## src/rtl/sound_noise_ctrl_if.sv

```systemverilog
// CPU-side bus bundle for the noise channel control registers (NR41-NR44).
// The CPU decode drives through master; sound_noise_ctrl receives through slave.
interface sound_noise_ctrl_if;
   logic [15:0] addr;
   logic [7:0]  din;
   logic        wr;
   logic        rd;
   logic [7:0]  dout;

   modport master (output addr, output din, output wr, output rd, input dout);
   modport slave  (input addr, input din, input wr, input rd, output dout);
endinterface

```

## src/rtl/sound_noise_ctrl.sv

```systemverilog
// Noise channel (sound channel 4) control front-end: NR41-NR44 registers, trigger pulse, frame-sequencer ticks.
// Define SOUND_NOISE_CTRL_READBACK_EN to enable register readback on dout; otherwise dout is constant 0xFF.
module sound_noise_ctrl #(
   parameter int FS_DIV             = 8192,
   parameter int START_PULSE_CYCLES = 4
) (
   input  logic                 clk,
   input  logic                 rst,
   input  logic                 sound_en,
   sound_noise_ctrl_if.slave    bus,
   output logic [5:0]           length,
   output logic [3:0]           initial_volume,
   output logic                 envelope_increasing,
   output logic [2:0]           num_envelope_sweeps,
   output logic [3:0]           shift_clock_freq,
   output logic                 counter_width,
   output logic [2:0]           freq_dividing_ratio,
   output logic                 single,
   output logic                 start,
   output logic                 clk_length_ctr,
   output logic                 clk_vol_env
);

   localparam int DIV_W = $clog2(FS_DIV);
   localparam int CNT_W = $clog2(START_PULSE_CYCLES + 1);
   localparam logic [DIV_W-1:0] DIV_LAST   = DIV_W'(FS_DIV - 1);
   localparam logic [CNT_W-1:0] PULSE_LOAD = CNT_W'(START_PULSE_CYCLES);

   localparam logic [15:0] ADDR_NR41 = 16'hFF20;
   localparam logic [15:0] ADDR_NR42 = 16'hFF21;
   localparam logic [15:0] ADDR_NR43 = 16'hFF22;
   localparam logic [15:0] ADDR_NR44 = 16'hFF23;

   logic [CNT_W-1:0] pulse_cnt;
   logic [DIV_W-1:0] div_cnt;
   logic [2:0]       step;
   logic [2:0]       next_step;
   logic             trigger;

   assign trigger   = bus.wr && (bus.addr == ADDR_NR44) && bus.din[7];
   assign next_step = step + 3'd1;
   assign start     = (pulse_cnt != '0);

   // With the master enable off the fields read as zero and writes are dropped.
   always_ff @(posedge clk) begin
      if (!rst || !sound_en) begin
         length              <= '0;
         initial_volume      <= '0;
         envelope_increasing <= 1'b0;
         num_envelope_sweeps <= '0;
         shift_clock_freq    <= '0;
         counter_width       <= 1'b0;
         freq_dividing_ratio <= '0;
         single              <= 1'b0;
      end else if (bus.wr) begin
         case (bus.addr)
            ADDR_NR41: length <= bus.din[5:0];
            ADDR_NR42: begin
               initial_volume      <= bus.din[7:4];
               envelope_increasing <= bus.din[3];
               num_envelope_sweeps <= bus.din[2:0];
            end
            ADDR_NR43: begin
               shift_clock_freq    <= bus.din[7:4];
               counter_width       <= bus.din[3];
               freq_dividing_ratio <= bus.din[2:0];
            end
            ADDR_NR44: single <= bus.din[6];
            default: ;
         endcase
      end
   end

   // A retrigger reloads the counter, stretching the pulse without a new rising edge.
   always_ff @(posedge clk) begin
      if (!rst || !sound_en) begin
         pulse_cnt <= '0;
      end else if (trigger) begin
         pulse_cnt <= PULSE_LOAD;
      end else if (pulse_cnt != '0) begin
         pulse_cnt <= pulse_cnt - 1'b1;
      end
   end

   always_ff @(posedge clk) begin
      if (!rst || !sound_en) begin
         div_cnt        <= '0;
         step           <= '0;
         clk_length_ctr <= 1'b0;
         clk_vol_env    <= 1'b0;
      end else begin
         clk_length_ctr <= 1'b0;
         clk_vol_env    <= 1'b0;
         if (div_cnt == DIV_LAST) begin
            div_cnt        <= '0;
            step           <= next_step;
            clk_length_ctr <= ~next_step[0];
            clk_vol_env    <= (next_step == 3'd7);
         end else begin
            div_cnt <= div_cnt + 1'b1;
         end
      end
   end

`ifdef SOUND_NOISE_CTRL_READBACK_EN
   logic [7:0] dout_q;

   // Sampled from the current register state, so a same-cycle write is not yet visible.
   always_ff @(posedge clk) begin
      if (!rst) begin
         dout_q <= 8'hFF;
      end else if (bus.rd) begin
         case (bus.addr)
            ADDR_NR42: dout_q <= {initial_volume, envelope_increasing, num_envelope_sweeps};
            ADDR_NR43: dout_q <= {shift_clock_freq, counter_width, freq_dividing_ratio};
            ADDR_NR44: dout_q <= {1'b1, single, 6'b111111};
            default:   dout_q <= 8'hFF;
         endcase
      end
   end

   assign bus.dout = dout_q;
`else
   assign bus.dout = 8'hFF;
`endif

endmodule

```

## src/flat_wrapper.sv

```systemverilog
// flat-port wrapper written by rule: the top's interface ports become plain ports
module sound_noise_ctrl_flat 
#(
   parameter int FS_DIV             = 8192,
   parameter int START_PULSE_CYCLES = 4
)
  (clk, rst, sound_en, length, initial_volume, envelope_increasing, num_envelope_sweeps, shift_clock_freq, counter_width, freq_dividing_ratio, single, start, clk_length_ctr, clk_vol_env, bus_addr, bus_din, bus_wr, bus_rd, bus_dout);
  sound_noise_ctrl_if bus_i ();
  input  logic clk;
  input  logic rst;
  input  logic sound_en;
  output logic [5:0] length;
  output logic [3:0] initial_volume;
  output logic envelope_increasing;
  output logic [2:0] num_envelope_sweeps;
  output logic [3:0] shift_clock_freq;
  output logic counter_width;
  output logic [2:0] freq_dividing_ratio;
  output logic single;
  output logic start;
  output logic clk_length_ctr;
  output logic clk_vol_env;
  input wire logic [$bits(bus_i.addr)-1:0] bus_addr;
  input wire logic [$bits(bus_i.din)-1:0] bus_din;
  input wire logic [$bits(bus_i.wr)-1:0] bus_wr;
  input wire logic [$bits(bus_i.rd)-1:0] bus_rd;
  output wire logic [$bits(bus_i.dout)-1:0] bus_dout;
  assign bus_i.addr = bus_addr;
  assign bus_i.din = bus_din;
  assign bus_i.wr = bus_wr;
  assign bus_i.rd = bus_rd;
  assign bus_dout = bus_i.dout;
  sound_noise_ctrl #(.FS_DIV(FS_DIV), .START_PULSE_CYCLES(START_PULSE_CYCLES)) u_core (.clk(clk), .rst(rst), .sound_en(sound_en), .bus(bus_i), .length(length), .initial_volume(initial_volume), .envelope_increasing(envelope_increasing), .num_envelope_sweeps(num_envelope_sweeps), .shift_clock_freq(shift_clock_freq), .counter_width(counter_width), .freq_dividing_ratio(freq_dividing_ratio), .single(single), .start(start), .clk_length_ctr(clk_length_ctr), .clk_vol_env(clk_vol_env));
endmodule
```

## config.mk

```make
export PLATFORM = sky130hd
export DESIGN_NAME = sound_noise_ctrl_flat
export DESIGN_NICKNAME = d
export VERILOG_FILES = /design/src/rtl/sound_noise_ctrl_if.sv /design/src/rtl/sound_noise_ctrl.sv /design/src/flat_wrapper.sv
export SDC_FILE = /design/constraint.sdc
export NUM_CORES = 1
export LEC_CHECK = 0
export ABC_AREA = 1
export CAP_MARGIN = 20
export CORE_AREA = 3 3 73 92
export DETAILED_ROUTE_END_ITERATION = 7
export DIE_AREA = 0 0 76 95
export GPL_TIMING_DRIVEN = 0
export MAX_ROUTING_LAYER = met4
export PLACE_DENSITY = 0.66
export SLEW_MARGIN = 5
export SYNTH_ARGS = -nofsm -noshare
export SYNTH_HDL_FRONTEND = slang
export SYNTH_SLANG_ARGS = --single-unit
```

## constraint.sdc

```tcl
create_clock -name clk -period 2 [get_ports clk]
set_clock_uncertainty 0.1 [all_clocks]
set_input_delay 0.6 -clock clk [delete_from_list [all_inputs] [get_ports clk]]
set_output_delay 0.6 -clock clk [all_outputs]
set_load 0.01 [all_outputs]
```

==> run summary, run 1 <==
fin. max-slew vios = 0
R2R Setup Slk = 0.38 ns
setup TNS = 0 ns
Avg Inst Size Synth = 6.81 um2
clk slew on worst S/H paths = 0.09 ns
Setup Slack @ Placement = -0.219 ns
row count = 31
max cap viols = 0
Worst Path Max Fanout = 6
Power Density = 530 mW/mm2
area fraction in compound gates after synthesis = 1.89%
crit path time final = 1.91 ns
RSZ-0062 raised after global routing = no
post-synthesis mux area share = 0%
FF+latch count, synth = 44
clk_lat worst skew = 0.30 ns
Comb pwr share = 12.3%
vias in the first global route = 1979
Reg-to-Reg End = u_core.div_cnt[5]
Power, Total = 1640 uW
share of the yosys chip area belonging to registers = 38.0%
critical path arrival = 1.21 ns
overall routing resource usage = 14.3%
max frequency = 523 MHz
largest family of logic cells by synthesized area = simple AND/OR/NAND/NOR gates
commonest non-fill, non-tap cell in the layout = nand2_1
CP bufs+invs = 3
sequential share of power = 53.9%
Critical Path Sink = start
Ports = 63
Crit path max-delay family = adder cells
most frequent cells in the layout = nand2_1 (85), inv_1 (76), clkdlybuf4s50_1 (52)
Pre-antenna DRT Iters = 4
most common flop cell mapped by yosys = dfxtp_1
P_int = 1230 uW
hold depth = 1
count of warnings emitted by yosys = 0
Worst path depth = 5
n_diodes = 0
initial antenna violation count = 0
Via density = 4.11
CTS Buf Count = 5
Post-Synthesis Cells = 341
adder-cell share of the synthesized area = 3.23%
Final ANT Viol Nets = 0
Async S/R FF share, synth = 0%
CP Launch Type = register
post-synth cell types = 27
final hold vios = 0
Psw = 411 uW
Buffers on Ports = 53
Core Area = 0.00586 mm2
Critical path origin = u_core.pulse_cnt[0]
via count = 2022
Starting DRT DRC Count = 80
cts hold-fix bufs = 0
worst r2r path cells = 7
xor and xnor area share after synthesis = 3.40%
H-tree lvl count = 2
per-cell routed wire length = 9.82 um
DIE HEIGHT = 95 um
layout cells sized above 1 = 13.4%
hpwl dp = 3760 um
WL final = 4830 um
Slowest Stage Delay on Critical Path = 0.34 ns
die width = 76 um
Worst VDD drop = 414 uV
Post-Layout Cell Count = 492
placed cell count = 483
critical path class = register to output pin
GPL Wtd Cong = 0.837
DRC viols = 0
Worst path slowest cell = dfxtp_2
outcome = finished, final reports clean
sw frac = 25.1%
CTS tree = yes
Mapped Area = 0.00232 mm2
Crit. End Element = output pin
largest net degree at the start of global routing = 15
crit share post-route = 95.7%
Post-synth EDFFs = 0
Crit path required time = 1.30 ns
setup violators final = 0
Post-Synth Simple-Gate Area = 35.7%
total gr overflow = 0
Root Buffer = clkbuf_8
critical path cell sequence = inv_1, ha_4, ha_4, inv_1, buf_2
initial core utilization = 39.6%
die area = 0.00722 mm2
clock buffer depth = 2
clk sinks = 44
Clk pwr share = 33.7%
static leakage = 0.00135 uW
Reg-to-Reg Start = u_core.div_cnt[0]
final net count = 444
HP Class = register to register
area grow syn2layout = 33.6%
worst setup margin = 0.0867 ns
first-pass GRT wire length = 8200 um
[area by class of cell]
cell class / instances / area [um2]
Inverter: 77 / 289
Tap cell: 82 / 103
Timing Repair Buffer: 54 / 533
Clock buffer: 5 / 68.8
Sequential cell: 44 / 883
Fill cell: 603 / 2760
Multi-Input combinational cell: 213 / 1080
Buffer: 14 / 120
Clock inverter: 3 / 18.8
[cell usage after synthesis (4+ instances only)]
library cell | number | area (um2)
nor2_2 | 12 | 75.1
a21oi_1 | 4 | 20.0
inv_1 | 76 | 285
dfxtp_1 | 44 | 881
buf_4 | 10 | 75.1
nand3_1 | 27 | 135
nand2_1 | 86 | 323
xor2_1 | 6 | 52.6
ha_1 | 6 | 75.1
nor2_1 | 40 | 150
buf_6 | 4 | 45.0
[state kept, by name, summed over array words and instances (netlist names)]
| name | cells |
|---|---|
| u_core.length | 6 |
| u_core.pulse_cnt | 3 |
| u_core.num_envelope_sweeps | 3 |
| u_core.envelope_increasing | 1 |
| u_core.single | 1 |
| u_core.step | 3 |
| u_core.clk_vol_env | 1 |
| u_core.div_cnt | 13 |
| u_core.clk_length_ctr | 1 |
| u_core.freq_dividing_ratio | 3 |
| u_core.counter_width | 1 |
| u_core.shift_clock_freq | 4 |
| u_core.initial_volume | 4 |
[power groups by stage]
stage,combinational (uW),clock (uW),sequential (uW)
after global placement,187,0,905
after detailed placement,191,0,906
final,203,554,886
after floorplan,107,0,905
after CTS,198,584,885
after global routing,223,603,886
[worst min path at each step]
stage                       from                 to  slack (ns)
2_1_floorplan  u_core.div_cnt[0]  u_core.div_cnt[0]        0.33
3_3_place_gp   u_core.div_cnt[0]  u_core.div_cnt[0]        0.34
3_5_place_dp   u_core.div_cnt[0]  u_core.div_cnt[0]        0.35
4_1_cts           u_core.step[2]     u_core.step[2]        0.37
5_1_grt        u_core.div_cnt[0]  u_core.div_cnt[0]        0.39
6_report       u_core.div_cnt[0]  u_core.div_cnt[0]        0.36
[per-stage QoR]
stage,hold slack (ns),utilization [%],instance area (um2)
after global placement,0.338,50.9,2980
final,0.364,52.9,3100
after floorplan,0.327,-,2350
after global routing,0.385,52.9,3100
after CTS,0.367,52.7,3090
after detailed placement,0.351,50.9,2980
[kinds of logic (layout without fill, tap and decap cells)]
group           after synthesis  in the layout
simple gates                182            182
compound gates                8              8
other cells                   1              8
flops                        44             44
fa+ha+maj                     6              6
buf+inv                      91            153
xor+xnor                      9              9
[layer usage]
layer  part of all wire, %  global-route usage [%]
met1                    44                    14.7
met2                    52                    27.4
met3                   3.6                    3.15
met4                   1.0                    4.08
met5                     0                       -
[what timing repair did]
action                                  4_1_cts  5_1_grt
setup buffers                                 1        0
gates resized for setup                       9        2
endpoints found under the setup margin        1        7
pin swaps                                     0        2
No activity file was read; power rests on OpenSTA's default activity.
==> inputs of run 2 (changes only) <==
- CTS_CLUSTER_DIAMETER: default -> 60
==> results of run 2 <==
No change in the layout: final DEF, timing and power equal those of run 1.
